===== src/rtl/commit_fwd_queue.sv =====
// ROB-head commit queue: DEPTH-entry FIFO plus last-committed register, searched by NUM_FWD ports.
// Optional perf counters are enabled by defining COMMIT_FWD_QUEUE_PERF_EN.
module commit_fwd_queue #(
   parameter int XLEN      = 64,
   parameter int IDX_W     = 6,
   parameter int PAYLOAD_W = 128,
   parameter int DEPTH     = 4,
   parameter int NUM_FWD   = 2
) (
   input  logic                       clk_i,
   input  logic                       rst_i,
   input  logic                       flush_i,
   input  logic                       rob_valid_i,
   output logic                       rob_ready_o,
   input  logic [IDX_W-1:0]           rob_idx_i,
   input  logic [XLEN-1:0]            rob_value_i,
   input  logic [PAYLOAD_W-1:0]       rob_payload_i,
   output logic                       cu_valid_o,
   input  logic                       cu_ready_i,
   output logic [IDX_W-1:0]           cu_idx_o,
   output logic [XLEN-1:0]            cu_value_o,
   output logic [PAYLOAD_W-1:0]       cu_payload_o,
   output logic                       comm_valid_o,
   output logic [IDX_W-1:0]           comm_idx_o,
   output logic [XLEN-1:0]            comm_value_o,
   output logic [PAYLOAD_W-1:0]       comm_payload_o,
   input  logic                       comm_clr_i,
   input  logic [NUM_FWD*IDX_W-1:0]   fwd_idx_i,
   output logic [NUM_FWD-1:0]         fwd_hit_o,
   output logic [NUM_FWD*XLEN-1:0]    fwd_value_o,
   output logic [$clog2(DEPTH):0]     count_o,
   output logic [31:0]                perf_full_o,
   output logic [31:0]                perf_stall_o
);

   localparam int PW = $clog2(DEPTH);
   localparam int CW = PW + 1;

   logic [IDX_W-1:0]     r_idx [DEPTH];
   logic [XLEN-1:0]      r_val [DEPTH];
   logic [PAYLOAD_W-1:0] r_pay [DEPTH];

   logic [PW-1:0]        r_rd_ptr;
   logic [PW-1:0]        r_wr_ptr;
   logic [CW-1:0]        r_count;

   logic                 r_comm_valid;
   logic [IDX_W-1:0]     r_comm_idx;
   logic [XLEN-1:0]      r_comm_val;
   logic [PAYLOAD_W-1:0] r_comm_pay;

   logic                 w_full;
   logic                 w_empty;
   logic                 w_push;
   logic                 w_pop;
   logic [PW-1:0]        w_age_slot [DEPTH];

   assign w_full      = (r_count == CW'(DEPTH));
   assign w_empty     = (r_count == '0);
   assign rob_ready_o = !w_full && !flush_i;
   assign cu_valid_o  = !w_empty;
   assign w_push      = rob_valid_i && rob_ready_o;
   assign w_pop       = cu_valid_o && cu_ready_i && !flush_i;

   assign cu_idx_o     = r_idx[r_rd_ptr];
   assign cu_value_o   = r_val[r_rd_ptr];
   assign cu_payload_o = r_pay[r_rd_ptr];
   assign count_o      = r_count;

   assign comm_valid_o   = r_comm_valid;
   assign comm_idx_o     = r_comm_idx;
   assign comm_value_o   = r_comm_val;
   assign comm_payload_o = r_comm_pay;

   always_ff @(posedge clk_i or posedge rst_i) begin
      if (rst_i) begin
         r_rd_ptr <= '0;
         r_wr_ptr <= '0;
         r_count  <= '0;
      end else if (flush_i) begin
         r_rd_ptr <= '0;
         r_wr_ptr <= '0;
         r_count  <= '0;
      end else begin
         if (w_push) r_wr_ptr <= r_wr_ptr + PW'(1);
         if (w_pop)  r_rd_ptr <= r_rd_ptr + PW'(1);
         r_count <= r_count + CW'(w_push) - CW'(w_pop);
      end
   end

   // Slot contents need no reset: liveness comes from the pointers and count.
   always_ff @(posedge clk_i) begin
      if (w_push) begin
         r_idx[r_wr_ptr] <= rob_idx_i;
         r_val[r_wr_ptr] <= rob_value_i;
         r_pay[r_wr_ptr] <= rob_payload_i;
      end
   end

   always_ff @(posedge clk_i or posedge rst_i) begin
      if (rst_i) begin
         r_comm_valid <= 1'b0;
         r_comm_idx   <= '0;
         r_comm_val   <= '0;
         r_comm_pay   <= '0;
      end else if (flush_i) begin
         r_comm_valid <= 1'b0;
         r_comm_idx   <= '0;
         r_comm_val   <= '0;
         r_comm_pay   <= '0;
      end else if (w_pop) begin
         r_comm_valid <= 1'b1;
         r_comm_idx   <= r_idx[r_rd_ptr];
         r_comm_val   <= r_val[r_rd_ptr];
         r_comm_pay   <= r_pay[r_rd_ptr];
      end else if (comm_clr_i) begin
         r_comm_valid <= 1'b0;
         r_comm_idx   <= '0;
         r_comm_val   <= '0;
         r_comm_pay   <= '0;
      end
   end

   always_comb begin
      for (int i = 0; i < DEPTH; i++) begin
         w_age_slot[i] = r_rd_ptr + PW'(i);
      end
   end

   // Lowest priority first; later (younger) matches overwrite older ones.
   always_comb begin
      fwd_hit_o   = '0;
      fwd_value_o = '0;
      for (int k = 0; k < NUM_FWD; k++) begin
         if (r_comm_valid && r_comm_idx == fwd_idx_i[k*IDX_W +: IDX_W]) begin
            fwd_hit_o[k]                = 1'b1;
            fwd_value_o[k*XLEN +: XLEN] = r_comm_val;
         end
         for (int i = 0; i < DEPTH; i++) begin
            if (CW'(i) < r_count &&
                r_idx[w_age_slot[i]] == fwd_idx_i[k*IDX_W +: IDX_W]) begin
               fwd_hit_o[k]                = 1'b1;
               fwd_value_o[k*XLEN +: XLEN] = r_val[w_age_slot[i]];
            end
         end
      end
   end

`ifdef COMMIT_FWD_QUEUE_PERF_EN
   logic [31:0] r_perf_full;
   logic [31:0] r_perf_stall;

   // Saturating; flush deliberately leaves these alone.
   always_ff @(posedge clk_i or posedge rst_i) begin
      if (rst_i) begin
         r_perf_full  <= '0;
         r_perf_stall <= '0;
      end else begin
         if (w_full && r_perf_full != 32'hFFFF_FFFF)
            r_perf_full <= r_perf_full + 32'd1;
         if (cu_valid_o && !cu_ready_i && r_perf_stall != 32'hFFFF_FFFF)
            r_perf_stall <= r_perf_stall + 32'd1;
      end
   end

   assign perf_full_o  = r_perf_full;
   assign perf_stall_o = r_perf_stall;
`else
   assign perf_full_o  = '0;
   assign perf_stall_o = '0;
`endif

endmodule


===== config.mk =====
export PLATFORM = sky130hd
export DESIGN_NAME = commit_fwd_queue
export DESIGN_NICKNAME = d
export VERILOG_FILES = /design/src/rtl/commit_fwd_queue.sv
export SDC_FILE = /design/constraint.sdc
export NUM_CORES = 2
export LEC_CHECK = 0
export CAP_MARGIN = 5
export CORE_AREA = 2 2 317 319
export CTS_BUF_LIST = sky130_fd_sc_hd__clkbuf_4
export DETAILED_ROUTE_END_ITERATION = 7
export DIE_AREA = 0 0 319 321
export DONT_BUFFER_PORTS = 1
export PLACE_DENSITY = 0.62
export SYNTH_ARGS = -nofsm -noshare
export SYNTH_HDL_FRONTEND = slang
export SYNTH_SLANG_ARGS = --single-unit

===== constraint.sdc =====
create_clock -name clk_i -period 9.45 [get_ports clk_i]
set_input_delay 2.835 -clock clk_i [delete_from_list [all_inputs] [get_ports clk_i]]
set_output_delay 2.835 -clock clk_i [all_outputs]
set_load 0.02 [all_outputs]

Yosys cells after proc, flatten, opt, wreduce, memory -nomap -nowiden
Memories as Yosys holds them, arrays and structs flattened.
Index checks and enable logic that the tools add are counted.
{ "op_classes": {"addsub": 6, "order_cmp": 4, "n_eq_ne": 11, "muxes": 39, "n_reduce_logical": 21} }
{ "op_table": {"columns": ["op", "count"], "rows": [
  ["two-way mux 64 bit", 13],
  ["two-way mux 128 bit", 3],
  ["equality test 6 bit", 10],
  ["two-way mux 6 bit", 3],
  ["two-way mux 1 bit", 15],
  ["logical AND 1 bit", 14],
  ["two-way mux 2 bit", 4],
  ["less-than comparator 1 x 3 -> 1 bit (first input constant)", 2],
  ["less-than comparator 2 x 3 -> 1 bit (first input constant)", 2],
  ["adder 2 x 1 -> 2 bit (second input constant)", 2],
  ["adder 2 bit (second input constant)", 2],
  ["nonzero test 2 bit", 2],
  ["adder 3 x 1 -> 3 bit", 1],
  ["equality test 3 bit (second input constant)", 1],
  ["logical NOT 1 bit", 3],
  ["logical NOT 3 bit", 1],
  ["two-way mux 3 bit", 1],
  ["nonzero test 3 bit", 1],
  ["subtractor 3 x 1 -> 3 bit", 1]
]} }
{ "word_totals": {"regBits": 206, "mem_bits_rw": 792, "in_bits": 216, "output_inout_bits": 596, "word_cells": 91, "mem_count": 3} }
{ "mem_list": {"columns": ["name", "words", "width", "rd", "rd_clocked_by_memory_dff", "write_ports", "line", "source"], "rows": [
  ["r_pay", 4, 128, 1, 0, 1, "41", "logic [PAYLOAD_W-1:0] r_pay [DEPTH];"],
  ["r_val", 4, 64, 4, 0, 1, "40", "logic [XLEN-1:0] r_val [DEPTH];"],
  ["r_idx", 4, 6, 4, 0, 1, "39", "logic [IDX_W-1:0] r_idx [DEPTH];"]
]} }

Logic depth before layout (Yosys ltp)
{ "depth": {"depth_word": 7, "mapped_depth": 13, "ltp_nobuf": 11} }

Worst setup path after synthesis
OpenSTA, ideal clock, no wires.
{ "synth_path": {"path_kind": "input port to flip-flop", "from": "input flush_i", "to": "memory r_idx[1][0], enable pin", "setup_time_ps": 585, "arrival_time_ps": 8249, "required_ps": 8865, "slack_ps": 617, "cell_stages": 3, "n_path_buf": 1, "cell_sequence": "clkbuf_1 -> a31oi_1 -> and3_1"} }
{ "synth_between": {"elab_chain_cells": 5} }
{ "synth_lines": {"columns": ["item", "line", "source"], "rows": [
  ["start, declared", "12", "input logic flush_i,"],
  ["logical NOT 1 bit", "60", "assign rob_ready_o = !w_full && !flush_i;"],
  ["logical AND 1 bit", "60", null],
  ["named net rob_ready_o", "14", "output logic rob_ready_o,"],
  ["logical AND 1 bit", "62", "assign w_push = rob_valid_i && rob_ready_o;"],
  ["two-way mux 1 bit", "93", "if (w_push) begin"],
  ["two-way mux 1 bit (implied by the code)", "94", "r_idx[r_wr_ptr] <= rob_idx_i;"],
  ["end, declared", "39", null]
]} }
The timed path passes the listed nets, and every way through them passes these cells.

Worst setup path in the final report
{ "layout_path": {"from": "register r_rd_ptr[0]", "to": "output fwd_value_o[33]"} }
{ "layout_between": {"elab_chain_cells": 7, "elab_cells_between_ends": 17, "classes_between": "add/sub: 3; eq/ne: 4; mux: 4; reduce/logical: 4; memory: 2"} }
{ "layout_lines": {"columns": ["item", "line", "source"], "rows": [
  ["start, declared", "43", "logic [PW-1:0] r_rd_ptr;"],
  ["start signal, assigned", "86", "if (w_pop) r_rd_ptr <= r_rd_ptr + PW'(1);"],
  ["adder 2 x 1 -> 2 bit or memory (4 x 6 bit) (tied branches)", null, null],
  ["memory (4 x 6 bit) or equality test 6 bit (tied branches)", null, null],
  ["equality test 6 bit or logical AND 1 bit (tied branches)", "141, 140", null],
  ["logical AND 1 bit or two-way mux 64 bit (tied branches)", "140", "if (CW'(i) < r_count &&"],
  ["two-way mux 64 bit (2 in a row)", "140", null],
  ["two-way mux 64 bit *", "140", null],
  ["end, declared", "30", "output logic [NUM_FWD*XLEN-1:0] fwd_value_o,"]
]} }
Mark *: on every way between the ends. The rest lies on a longest branch, timed or not.

==> reports/results.ini <==
[floorplanning]
dieArea_um2 = 102000
ios = 812
die_h_um = 321
start_util_pct = 47.4
placementRows = 116
core_um2 = 99300
die-width_um = 319

[sta]
setup_violations = 0
fin_hold_ws_ps = 583
finalHoldViolCount = 0
fin_crit_sh_pct = 91.8
tns_ps = 0
fin_skew_ps = 114
rsz0062_at_grt = false
setup_ws_ps = 777
maxSlewViolCount = 0
slew_headroom_pct = 4.71
fmax_mhz = 115
fin_crit_ps = 8670
worstMarginPinSlew_ps = 1430

[synth]
synth_top_area_share_pct = 50.6
yosys-top-cells-area = edfxtp_1 51%, dfrtp_1 11%, mux4_2 7.3%, mux2i_1 6.2%, a22o_1 3.7%
synth_seq_area_share_pct = 61.5
synth_most_common_cell = edfxtp_1
netlist_area_um2 = 47000
synthFlopType = edfxtp_1
synthArstFlopShare_pct = 20.6
synth_area_per_cell_um2 = 14.3
yosysUniqueCellTypes = 50
yosysWarnings = 0
synth_common_cells = 792 x edfxtp_1, 289 x mux2i_1, 222 x nor2_1
syn_inst = 3294
synth-edff-count = 792
yosysTopAreaCell = edfxtp_1
ys_ff_latch = 998

[clock_network]
cts_buffer_depth = 4
ctsHtreeMaxLevel = 5
clk_latency_ps = 1160
post-cts-setup-buffer-count = 0
numCtsBuffers = 278
clk_root_buffer_cell = clkbuf_4
cts_tree = built
cts_hold_buffers = 0
cts_resized = 0
path_clk_slew_ps = 60
clock_sinks = 998

[setup_path]
worstSetupEndpointType = primary output
slowest_stage = dfrtp_4
worstSetupPathType = register to primary output
crit_chain = buf_4, mux4_2, xor2_1, a211oi_1, and3_4, buf_4, a221oi_1, o31ai_1
crit_top_cell = buf_4
slowest_delay_ps = 890
startpoint_type = register
cp.required_ps = 6620
crit_arrival_ps = 5840
crit_path_max_fanout = 48

[power_and_ir_drop]
clkPwrFrac_pct = 29.2
leakage_nw = 18.3
pwr-share-seq_pct = 43.2
irDropWorstVdd_uv = 179
netSwitchingPower_mw = 4.74
p_sw_share_pct = 36.5
internal_power_mw = 8.24
p_per_area_nw_per_um2 = 251
combPwrFrac_pct = 27.6

[place]
place_inst = 4417
io_buffers = 0
dp_slack_ps = 901
hpwl_um = 91200
gp_congestion = 0.890

[grt]
grt_pass1_vias = 32200
antenna_found_initial = 5
grt_start_max_net_pins = 200
grt_pass1_wl_um = 208000
grt_usage_pct = 27.5
grt.overflow.total = 0

[route]
avgViaCountPerCell = 6.35
wl_per_cell_um = 29.2
routed_wl_um = 143000
via_count = 31200
ant_nets = 0
firstDrtPassIters = 6
drc = 0
drtIter0Drc = 2760

[job]
maxCapViolations = 0

[layout]
nets = 3624
drive_gt1_share_pct = 22.5
fin_cells = 4905
syn_to_final_growth_pct = 9.86

[outcome]
status = complete, no violations

[min_path]
worst_hold_path_type = register to register

## through the flow
stage          instance area (um2)  power (mW)  utilization (%)
3_5_place_dp                 48200        9.28             48.6
4_1_cts                      51600        13.1             52.0
2_1_floorplan                47300        8.33                -
6_report                     51700        13.0             52.0
5_1_grt                      51600        13.6             52.0
3_3_place_gp                 48200        9.23             48.6
## state kept, by name (all words and copies together) (netlist names)
signal	count
r_wr_ptr	2
comm_idx_o	6
comm_valid_o	1
r_rd_ptr	2
r_idx	24
r_val	256
comm_payload_o	128
comm_value_o	64
r_pay	512
count_o	3
## worst paths after layout
| check | from | end | slack [ps] | cells after the start |
|---|---|---|---|---|
| setup / recovery | r_rd_ptr[0] | fwd_value_o[33] | 780 | 8 |
| hold / removal | r_wr_ptr[0] | r_wr_ptr[0] | 580 | 1 |
| setup reg to reg | r_rd_ptr[1] | comm_value_o[12] | 5410 | 6 |
| hold reg to reg | r_wr_ptr[0] | r_wr_ptr[0] | 580 | 1 |
| max in group asynchronous | rst_i | comm_payload_o[81] | 6170 | 2 |
| min in group asynchronous | rst_i | comm_payload_o[24] | 1580 | 1 |
## layout by cell type, fill, tap and decap left out, types with 10 or more instances in the layout
| master | netlist | final |
|---|---|---|
| a22o_1 | 198 | 198 |
| nor3_1 | 186 | 185 |
| nor2b_1 | 51 | 50 |
| a2111oi_0 | 12 | 12 |
| clkinv_1 | 1 | 56 |
| o31a_1 | 20 | 20 |
| o31ai_2 | 10 | 15 |
| mux2i_1 | 289 | 289 |
| o21ai_0 | 42 | 42 |
| a31oi_1 | 12 | 12 |
| mux4_2 | 152 | 152 |
| mux2_2 | 76 | 76 |
| buf_4 | 98 | 104 |
| nor2_1 | 222 | 222 |
| nand2_1 | 65 | 64 |
| dfrtp_1 | 206 | 204 |
| edfxtp_1 | 792 | 792 |
| a221oi_1 | 128 | 128 |
| buf_12 | 0 | 11 |
| xor2_1 | 31 | 31 |
| nor3b_1 | 12 | 12 |
| a21oi_1 | 172 | 170 |
| o31ai_1 | 119 | 114 |
| diode_2 | 0 | 10 |
| and2_1 | 57 | 54 |
| clkbuf_4 | 0 | 404 |
| xnor2_1 | 32 | 32 |
| conb_1 | 1 | 64 |
## layer usage
layer	share of wire (%)	global-route usage [%]
met5	0.0098	0
met4	3.8	12.1
met3	11	11.2
met1	36	30.8
met2	50	46.1
## cells by family after synthesis
family,share of synthesized area (%)
and+or+nand+nor,6.32
muxes,15.3
adders and majority gates,0.255
AOI/OAI and AO/OA,11.4
buffers and inverters,4.04
other,0.00797
xor gates and xnor gates,1.17
DFF,61.5
## cell type report
| cell class | instances | area [um2] |
|---|---|---|
| Multi-Input combinational cell | 1996 | 16600 |
| Clock buffer | 404 | 3030 |
| Antenna cell | 10 | 25.0 |
| Sequential cell | 998 | 28900 |
| Timing Repair Buffer | 115 | 1000 |
| Inverter | 10 | 52.6 |
| Clock inverter | 74 | 370 |
| Tap cell | 1298 | 1620 |
| Fill cell | 8304 | 47600 |
## power groups by stage
| stage | Combinational (mW) | Clock (mW) | Sequential, mW |
|---|---|---|---|
| floorplan | 2.74 | 0 | 5.59 |
| global placement | 3.55 | 0 | 5.68 |
| detailed placement | 3.59 | 0 | 5.70 |
| CTS | 3.60 | 3.89 | 5.61 |
| global route | 3.82 | 4.13 | 5.65 |
| finish | 3.58 | 3.78 | 5.61 |
## worst max-delay path: cells and delay by family (launching register included)
kind | cells | cell delay [ps]
simple gates | 1 | 890
buf+inv | 2 | 900
xor+xnor | 1 | 160
flops | 1 | 890
compound gates | 3 | 1260
mux | 1 | 610
(Power assumes the default switching activity.)
